<file path="src/rtl/reg_file_pkg.sv">
// Shared widths and helpers for the architectural register file.
// Default widths match the core's data and register-name widths.
package reg_file_pkg;

  localparam int RF_WORD = 16;
  localparam int RF_W_RD = 3;

  // True when a register name refers to the hard-wired zero register.
  function automatic logic is_zero_name(input logic [RF_W_RD-1:0] name, input int zero_reg);
    return (zero_reg != 0) && (name == '0);
  endfunction

endpackage

</file>
<file path="src/rtl/reg_file.sv">
// Architectural register file between ID and EX: one write port, two
// combinational read ports with write-back bypass, and a pending-write scoreboard.
module reg_file
  import reg_file_pkg::*;
#(
  parameter int WORD     = RF_WORD,
  parameter int W_RD     = RF_W_RD,
  parameter int ZERO_REG = 1
) (
  input  logic            clk,
  input  logic            rst,
  input  logic            wb_i,
  input  logic [W_RD-1:0] wb_rd_name_i,
  input  logic [WORD-1:0] wb_rd_data_i,
  input  logic [W_RD-1:0] src_name_i,
  input  logic [W_RD-1:0] dest_name_i,
  output logic [WORD-1:0] src_o,
  output logic [WORD-1:0] dest_o,
  input  logic            issue_i,
  input  logic [W_RD-1:0] issue_rd_i,
  output logic            hazard_o
);

  localparam int NREG = 1 << W_RD;

  logic [WORD-1:0] regs [NREG];
  logic [NREG-1:0] pending;
  logic            wb_en;
  logic            issue_en;
  logic            busy_src;
  logic            busy_dest;

  function automatic logic zero_name(input logic [W_RD-1:0] name);
    return (ZERO_REG != 0) && (name == '0);
  endfunction

  // Read/bypass mux: the in-flight write-back wins over the stored value.
  function automatic logic [WORD-1:0] rf_read(
    input logic [W_RD-1:0] name,
    input logic [WORD-1:0] stored,
    input logic            wr_en,
    input logic [W_RD-1:0] wr_name,
    input logic [WORD-1:0] wr_data
  );
    if (zero_name(name))
      return '0;
    else if (wr_en && (wr_name == name))
      return wr_data;
    else
      return stored;
  endfunction

  function automatic logic rf_busy(
    input logic [W_RD-1:0] name,
    input logic            pend,
    input logic            wr_en,
    input logic [W_RD-1:0] wr_name
  );
    return pend && !(wr_en && (wr_name == name));
  endfunction

  // Gating with rst keeps the bypass from leaking write data while in reset.
  assign wb_en    = rst && wb_i && !zero_name(wb_rd_name_i);
  assign issue_en = issue_i && !zero_name(issue_rd_i);

  assign src_o     = rf_read(src_name_i,  regs[src_name_i],  wb_en, wb_rd_name_i, wb_rd_data_i);
  assign dest_o    = rf_read(dest_name_i, regs[dest_name_i], wb_en, wb_rd_name_i, wb_rd_data_i);
  assign busy_src  = rf_busy(src_name_i,  pending[src_name_i],  wb_en, wb_rd_name_i);
  assign busy_dest = rf_busy(dest_name_i, pending[dest_name_i], wb_en, wb_rd_name_i);
  assign hazard_o  = busy_src || busy_dest;

  always_ff @(posedge clk or negedge rst) begin
    if (!rst) begin
      for (int i = 0; i < NREG; i++) regs[i] <= '0;
    end else if (wb_en) begin
      regs[wb_rd_name_i] <= wb_rd_data_i;
    end
  end

  // Set after clear: a new producer issued alongside the old write-back keeps the bit.
  always_ff @(posedge clk or negedge rst) begin
    if (!rst) begin
      pending <= '0;
    end else begin
      for (int i = 0; i < NREG; i++) begin
        if (issue_en && (issue_rd_i == W_RD'(i)))
          pending[i] <= 1'b1;
        else if (wb_i && (wb_rd_name_i == W_RD'(i)))
          pending[i] <= 1'b0;
      end
    end
  end

endmodule
</file>
<file path="config.mk">
export PLATFORM = sky130hd
export DESIGN_NAME = reg_file
export DESIGN_NICKNAME = d
export VERILOG_FILES = /design/src/rtl/reg_file_pkg.sv /design/src/rtl/reg_file.sv
export SDC_FILE = /design/constraint.sdc
export NUM_CORES = 1
export LEC_CHECK = 0
export BUFFER_PORTS_ARGS = -buffer_cell sky130_fd_sc_hd__buf_4
export CORE_MARGIN = 2
export CORE_UTILIZATION = 55
export DETAILED_ROUTE_END_ITERATION = 6
export PLACE_DENSITY = 0.74
export SLEW_MARGIN = 20
export SYNTH_ARGS = -nofsm -noshare
export SYNTH_HDL_FRONTEND = slang
export SYNTH_SLANG_ARGS = --single-unit
</file>
<file path="constraint.sdc">
create_clock -name clk -period 4 [get_ports clk]
set_input_delay 0.4 -clock clk [delete_from_list [all_inputs] [get_ports clk]]
set_output_delay 0.4 -clock clk [all_outputs]
set_load 0.01 [all_outputs]
</file>
### Word-level counts from Yosys, hierarchy flattened

Index checks and enable logic that the tools add are counted.

| operators by class | value |
|---|---|
| add/sub/neg operators | 0 |
| multipliers | 0 |
| divide/modulo/power cells | 0 |
| magnitude comparators | 6 |
| equality and inequality tests | 16 |
| shifts and indexed selects | 0 |
| muxes and demuxes | 33 |
| bitwise logic cells | 3 |
| reduce and logical (&&, ||, !) cells | 41 |

Operators by type and width:

| cell | number |
|---|---|
| $mux 16 | 9 |
| $bwmux 128 | 1 |
| $bmux 16 s3 | 2 |
| $demux 16 s3 | 1 |
| $eq 3x3->1 const B | 8 |
| $logic_and 1x1->1 | 24 |
| $mux 1 | 18 |
| $reduce_bool 2->1 | 8 |
| $eq 3x2->1 const B | 4 |
| $ge 4x4->1 const B | 3 |
| $logic_not 3->1 | 4 |
| $not 3->4 | 3 |
| $lt 3x4->1 const B | 2 |
| $bmux 1 s3 | 2 |
| $eq 3x1->1 const B | 2 |
| $eq 3x3->1 | 2 |
| $logic_not 1->1 | 4 |
| $lt 4x1->1 const B | 1 |
| $logic_or 1x1->1 | 1 |

| storage, ports and cells | value |
|---|---|
| register bits after elaboration | 136 |
| bits in latches | 0 |
| RAM bits | 0 |
| ROM bits | 0 |
| input bits | 32 |
| output and inout bits | 33 |
| word-level logic and storage cells | 115 |
| memories | 0 |

### Depth between registers and ports, before layout

Gate-level depths: netlist of run 1.

| logic depth | value |
|---|---|
| depth in word-level cells | 7 |
| mapped depth | 7 |
| gate-level depth less buffers | 4 |

### Worst setup path after synthesis of run 1

OpenSTA, ideal clock, no wires.

| path | value |
|---|---|
| kind | input port to output port |
| start | input dest_name_i[1] |
| end | output dest_o[10] |
| arrival | 1.854 ns |
| data required time | 3.600 ns |
| slack | 1.746 ns |
| stages | 6 |
| buffers on the path | 3 |
| cell sequence | buf_2 > xor2_1 > or4_1 > buf_2 > buf_6 > a211oi_1 |

| on the way | value |
|---|---|
| longest elaborated chain between the ends | 6 |
| elaborated cells on any way between the ends | 9 |
| those cells by class | 1 x eq/ne; 5 x mux; 1 x bitwise; 2 x reduce/logical |

RTL lines:

| what | RTL line | text |
|---|---|---|
| start: declaration | reg_file.sv:16 | `input logic [W_RD-1:0] dest_name_i,` |
| $not 3->4 (implied by the code) | reg_file.sv:67 | `assign dest_o = rf_read(dest_name_i, regs[dest_name_i], wb_en, wb_rd_name_i, wb_rd_data_i);` |
| $bmux 16 s3 | reg_file.sv:67 |  |
| $mux 16 (implied by the code) (2 in series) | reg_file.sv:67 |  |
| $mux 16 | reg_file.sv:47 | `else if (wr_en && (wr_name == name))` |
| $mux 16 * | reg_file.sv:45 | `if (zero_name(name))` |
| end: declaration | reg_file.sv:18 | `output logic [WORD-1:0] dest_o,` |

Every way passes the cells marked *; elsewhere a longest branch is shown, timed or not. The select of a mux whose other input is x is not followed.

### Worst setup path in the final report of run 1

| path | value |
|---|---|
| start | input rst |
| end | output src_o[6] |

| on the way | value |
|---|---|
| longest elaborated chain between the ends | 5 |

RTL lines:

| what | RTL line | text |
|---|---|---|
| start: declaration | reg_file.sv:11 | `input logic rst,` |
| $logic_and 1x1->1 (2 in series) | reg_file.sv:63 | `assign wb_en = rst && wb_i && !zero_name(wb_rd_name_i);` |
| $logic_and 1x1->1 | reg_file.sv:47 |  |
| $mux 16 | reg_file.sv:47 |  |
| $mux 16 | reg_file.sv:45 |  |
| end: declaration | reg_file.sv:17 | `output logic [WORD-1:0] src_o,` |

No other way between the ends.

==> metrics.cfg, run 1 <==
[sta]
rsz0062_at_grt = no
slew_viol_final = 0
slew_headroom = 0.266
fmax_ghz = 0.293
layout_min_cycle_time_ps = 3410
worst_pin_slew_ps = 1100
fin_skew_ps = 0
finalCritPeriodShare = 0.852
tns_ps = 0
hold_violations = 0
finalWorstSetupSlack_ps = 590
setup_viol = 0

[placed_design]
place.gp.congestion = 0.804
place_hpwl_um = 10700
place_ws_ps = 892
numPortBuffers = 64

[clocking]
cts_made_buffers = 17
htreeDepth = 4
cts_setup_buffers = 0
cts_resized = 0
cts_tree = yes
clkTransAtPathRegs_ps = 50
cts_sinks = 136
clockBufferDepth = 2
clock_latency_ps = 410
root_buffer = clkbuf_16
cts_hold_buf = 1

[min_path]
min_path_type = input pin to register
hold_start = issue_rd_i[2]
hold_end = pending[1]$_DFFE_PN0P_
whs_path_depth = 2

[die]
die_w_um = 121
ios = 65
core_area_sq_um = 13300
initial_core_util = 0.564
die-area_sq_um = 14600
die_h_um = 121
rows = 42

[synth]
synth_cells = 522
synth_area_leader_cell = dfrtp_1
yosysWarnings = 0
netlist_top_cells_count = 136 x dfrtp_1, 109 x mux2_2, 68 x mux4_2
yosysSeqAreaShare = 0.454
yosysTopAreaCellShare = 0.454
synth-main-ff-cell = dfrtp_1
ys_types = 27
ys_seq_elements = 136
mappedNetlistNets = 554
synth_area_leaders = dfrtp_1 45%, mux4_2 20%, mux2_2 16%, mux2i_1 4.5%, a211oi_1 3.1%
synth_area_sq_um = 7490
async_flop_share = 1.00
syn_area_per_cell_sq_um = 14.4
synth_edf_count = 0
synth_most_common_cell = dfrtp_1

[routing]
wirelength_um = 17200
drt_iter0_markers = 387
firstDrtPassIters = 7
antenna_left = 0
post-route-drc-count = 0
wl_per_cell_um = 22.9
vias = 4772
viasPerCell = 6.37

[setup_path]
cp.buffers_inverters = 4
rr_worst_depth = 1
worst_ep_arrival_time_ps = 3010
worst_r2r_startpoint = regs[84]$_DFFE_PN0P_
worstPathCellList = dlygate4sd3_1 -> buf_6 -> o311ai_1 -> or4_1 -> buf_4 -> a211oi_1 -> buf_4
critPathRequiredTime_ps = 3600
cp_top_family = buffers and inverters
cp_common_cell = buf_4
crit_type = input pin to primary output
cp_slowest_cell = or4_1
end_kind = primary output
max_stage_delay_ps = 790
r2r_setup_slack_ps = 3200
worst_setup_path_start_kind = input pin
r2r_end = regs[84]$_DFFE_PN0P_
cp_max_fo = 26

[power_and_ir_drop]
power_leakage_nw = 3.68
p_int_w = 0.00318
p_clk_frac = 0.329
cellPowerDensity_nw_per_um2 = 508
switchingPower_w = 0.00117
p_sw_frac = 0.268
ir_drop_mv = 0.336
p_total_w = 0.00435
pwr-share-comb = 0.242
pwr-share-seq = 0.429

[flow_run]
cap_viol_max_count = 0

[run_status]
run_status = complete, no violations

[global_routing]
antenna_found_initial = 0
grt_pass1_wl_um = 28100
grt-ovfl-total = 0
grt.total_usage = 0.258
grt_pass1_vias = 4980
grt_max_degree = 65

[cells_and_area]
layout-drive-gt1-share = 0.503
multi_input_area_sq_um = 3810
diodes = 0
fin_nets = 594
synthToLayoutAreaGrowth_pct = 14.3
final.fill_count = 995
seqCellArea_sq_um = 3400

[sequential cells by signal (all words and copies together), names as in the netlist]
signal   flops
pending      8
regs       128
[worst max path at each step]
stage / start / endpoint / slack, ps / depth (start not counted)
floorplan: dest_name_i[1] / dest_o[10] / 1750 / 6
global placement: src_name_i[1] / src_o[6] / 1010 / 6
detailed placement: src_name_i[1] / src_o[6] / 890 / 6
CTS: rst / src_o[6] / 600 / 7
global route: rst / src_o[6] / 470 / 7
finish: rst / src_o[6] / 590 / 7
[power groups by stage]
stage | Combinational [W] | Sequential (W) | Clock (W)
final | 0.00105 | 0.00186 | 0.00143
after global routing | 0.00114 | 0.00190 | 0.00153
after CTS | 0.00106 | 0.00186 | 0.00146
after detailed placement | 0.00106 | 0.00188 | 0
after global placement | 0.00103 | 0.00186 | 0
after floorplan | 0.000758 | 0.00180 | 0
[metal layers]
| metal | wire [um] | vias up | track usage | part of all wire |
|---|---|---|---|---|
| met5 | 0 | - | 0 | 0 |
| met4 | 179 | 0 | 0.0756 | 0.010 |
| met3 | 802 | 16 | 0.0519 | 0.047 |
| met2 | 8520 | 141 | 0.406 | 0.50 |
| met1 | 7670 | 2533 | 0.367 | 0.45 |
| li1 | - | 2082 | - | - |
[placed cells by master (no fill, tap or decap), types with 2 or more instances in the layout]
cell,instances
dfrtp_1,136
mux2_2,109
buf_4,76
mux4_2,68
nor2_1,36
mux2i_1,34
a211oi_1,31
clkbuf_16,17
o21ai_0,12
nand2_1,7
clkinv_2,7
xor2_1,6
nand2b_1,6
nor3_2,4
mux2_1,3
or4_1,2
nor3_1,2
o31ai_1,2
clkinvlp_4,2
clkbuf_8,2
[layout make-up]
cell class                      instances  area share
Tap cell                              176      0.0257
Multi-Input combinational cell        329       0.445
Timing Repair Buffer                   78      0.0691
Clock inverter                         10     0.00935
Clock buffer                           20      0.0533
Sequential cell                       136       0.397
[stage by stage]
stage | cell area, sq um | cells | utilization | hold WS (ps)
floorplan | 7490 | 522 | - | 104
global placement | 8020 | 718 | 0.603 | 270
detailed placement | 8020 | 718 | 0.603 | 267
CTS | 8560 | 749 | 0.644 | 170
global route | 8560 | 749 | 0.644 | 181
finish | 8560 | 749 | 0.644 | 188
[kinds of logic (layout without fill, tap and decap cells)]
family                    count (synthesis)  count (layout)  synth area share
and+or+nand+nor                          59              59            0.0354
muxes                                   214             214             0.418
DFF                                     136             136             0.454
AOI/OAI and AO/OA                        50              50            0.0469
buffers and inverters                    57             108            0.0386
xor gates and xnor gates                  6               6           0.00701
Note: power is estimated with default switching activity, not from simulation.
==> run 2, diff against run 1 <==
--- a/config.mk
+++ b/config.mk
@@ -9,6 +9,7 @@
 export CORE_MARGIN = 2
 export CORE_UTILIZATION = 55
 export DETAILED_ROUTE_END_ITERATION = 6
+export GPL_TIMING_DRIVEN = 0
 export PLACE_DENSITY = 0.74
 export SLEW_MARGIN = 20
 export SYNTH_ARGS = -nofsm -noshare
==> run 2 against run 1 <==
Non-clock buffer count increased by 38. Sequential share of layout area shrank 1.1 points. Clock skew unchanged. Die area stayed put. Register-to-register slack lost 20 ps. Design area is 2.8% higher. Clock power increased by 11%. First-iteration DRC count rose by 12%. Fmax down 7.9%. Hold slack worse by 17 ps. Critical path type unchanged. Highest routed layer unchanged.
==> metrics.cfg, run 2 (synthesis results as in run 1) <==
[run_status]
run_status = complete, no violations

[flow_run]
cap_viol_max_count = 0  ; unchanged

[cells_and_area]
layout-drive-gt1-share = 0.487  ; -0.0157
fin_nets = 632  ; +6.4%
layout_commonest_cell = dfrtp_1
largest_register_ffs = 128  ; unchanged
layout_common_cells = 136 x dfrtp_1, 109 x mux2_2, 68 x mux4_2, 60 x buf_4, 36 x nor2_1
synthToLayoutAreaGrowth_pct = 17.5
finalNonFillerCells = 788  ; +5.2%
stdcell_area_sq_um = 8810  ; +2.8%
top_regs = regs x128, pending x8
diodes = 0  ; unchanged
top_register = regs

[power_and_ir_drop]
p_clk_frac = 0.349  ; +0.020
power_leakage_nw = 3.80  ; +3.1%
pwr-share-comb = 0.240  ; -0.002
cellPowerDensity_nw_per_um2 = 517  ; +1.8%
switchingPower_w = 0.00121  ; +3.9%
p_int_w = 0.00334  ; +4.9%
pwr-share-seq = 0.411  ; -0.018
p_sw_frac = 0.266  ; -0.00197
ir_drop_mv = 0.334  ; -0.52%

[placed_design]
place_area_sq_um = 8180  ; +2.0%
numPortBuffers = 56  ; -13%
dpl.cell_count = 755  ; +5.2%
place_hpwl_um = 13200  ; +24%
place.gp.congestion = 0.809  ; +0.62%

[die]
core_area_sq_um = 13300  ; unchanged
initial_core_util = 0.564  ; unchanged
die-area_sq_um = 14600  ; unchanged
die_w_um = 121  ; unchanged
ios = 65  ; unchanged
die_h_um = 121  ; unchanged
rows = 42  ; unchanged

[clocking]
clock_latency_ps = 430  ; +20 ps
cts_resized = 0  ; unchanged
htreeDepth = 4  ; unchanged
cts_made_buffers = 17  ; unchanged
cts_sinks = 136  ; unchanged
root_buffer = clkbuf_16
cts_tree = yes
clockBufferDepth = 2  ; unchanged
clkTransAtPathRegs_ps = 60  ; about the same

[sta]
hold_violations = 0  ; unchanged
fin_skew_ps = 0  ; unchanged
setup_viol = 0  ; unchanged
slew_viol_final = 0  ; unchanged
finalCritPeriodShare = 0.925  ; +0.0728
fmax_ghz = 0.270  ; -7.9%
worst_pin_slew_ps = 1120  ; +18.9 ps
tns_ps = 0  ; unchanged
rsz0062_at_grt = no
slew_headroom = 0.255  ; -0.0108
layout_min_cycle_time_ps = 3700  ; +291 ps

[setup_path]
critPathRequiredTime_ps = 3600  ; about the same
worst_setup_path_start_kind = input pin
worstPathCellList = dlygate4sd3_1 -> buf_8 -> buf_16 -> o311ai_1 -> or4_1 -> buf_2 -> buf_6 -> a211oi_1 -> buf_4
cp_top_family = buffers and inverters
max_stage_delay_ps = 560  ; -230 ps
r2r_setup_slack_ps = 3180  ; -20 ps
r2r_end = regs[94]$_DFFE_PN0P_
crit_type = input pin to primary output
worst_ep_arrival_time_ps = 3300  ; +290 ps
cp_slowest_cell = dlygate4sd3_1
cp_max_fo = 48  ; +85%
end_kind = primary output
rr_worst_depth = 1  ; unchanged
worst_r2r_startpoint = regs[94]$_DFFE_PN0P_
cp.buffers_inverters = 6  ; +2

[min_path]
min_path_type = input pin to register
hold_end = pending[1]$_DFFE_PN0P_
whs_path_depth = 2  ; unchanged
hold_start = issue_rd_i[2]

[global_routing]
grt_pass1_vias = 5490  ; +10%
grt-ovfl-total = 0  ; unchanged
grt_pass1_wl_um = 31400  ; +12%
grt_max_degree = 95  ; +46%
antenna_found_initial = 0  ; unchanged
grt.total_usage = 0.297  ; +0.0398

[routing]
viasPerCell = 6.57  ; +3.1%
drt_iter0_markers = 435  ; +12%
wl_per_cell_um = 25.8  ; +13%
antenna_left = 0  ; unchanged
post-route-drc-count = 0  ; unchanged
wirelength_um = 20300  ; +18%
vias = 5176  ; +8.5%
firstDrtPassIters = 5  ; -2

run 2: cell count changes in the layout (fill, tap and decap cells not counted), sizes merged:
cell      change
clkinv        -2
clkbuf       +28
buf          +12
clkinvlp      -1
bufinv        +2
run 2: repair_timing:
action                                  in CTS  in global routing
hold buffers                                 1                  0
buffers inserted                             0                  0
endpoints found under the setup margin       0                  5
endpoints found under the hold margin       46                  0
run 2: worst max-delay path by stage:
stage	start	slack (ps)	cells past startpoint	end
4_1_cts	rst	120	9	src_o[5]
3_5_place_dp	rst	730	8	src_o[5]
3_3_place_gp	rst	30	7	dest_o[5]
5_1_grt	rst	150	9	dest_o[0]
6_report	rst	300	9	dest_o[3]
2_1_floorplan	dest_name_i[1]	1750	6	dest_o[10]
run 2: final cells by class:
type	instances	area [sq um]
fill	971	4490
multi-input combinational	329	3810
sequential	136	3400
timing repair buffer	59	490
clock buffer	22	474
buffer	57	289
tap	176	220
clock inverter	9	123
run 2: power groups by stage:
stage          Sequential (W)  Combinational, W  Clock (W)
2_1_floorplan         0.00180          0.000758          0
6_report              0.00187           0.00109    0.00159
3_3_place_gp          0.00185           0.00104          0
4_1_cts               0.00186           0.00109    0.00159
5_1_grt               0.00190           0.00117    0.00166
3_5_place_dp          0.00188           0.00108          0
run 2: per-stage QoR:
| stage | utilization | hold WS, ps | worst slack (ps) | total power [W] |
|---|---|---|---|---|
| 3_3_place_gp | 0.612 | 456 | 31.1 | 0.00289 |
| 4_1_cts | 0.661 | 169 | 116 | 0.00455 |
| 5_1_grt | 0.662 | 174 | 147 | 0.00474 |
| 3_5_place_dp | 0.615 | 324 | 729 | 0.00297 |
| 2_1_floorplan | - | 104 | 1750 | 0.00256 |
| 6_report | 0.662 | 171 | 299 | 0.00455 |
run 2: metal layers:
layer / global-route usage / wire length [um] / vias to the layer above
met2: 0.498 / 10400 / 231
met3: 0.0717 / 1430 / 42
li1: - / - / 2163
met5: 0 / 0 / -
met4: 0.102 / 452 / 0
met1: 0.382 / 8000 / 2740
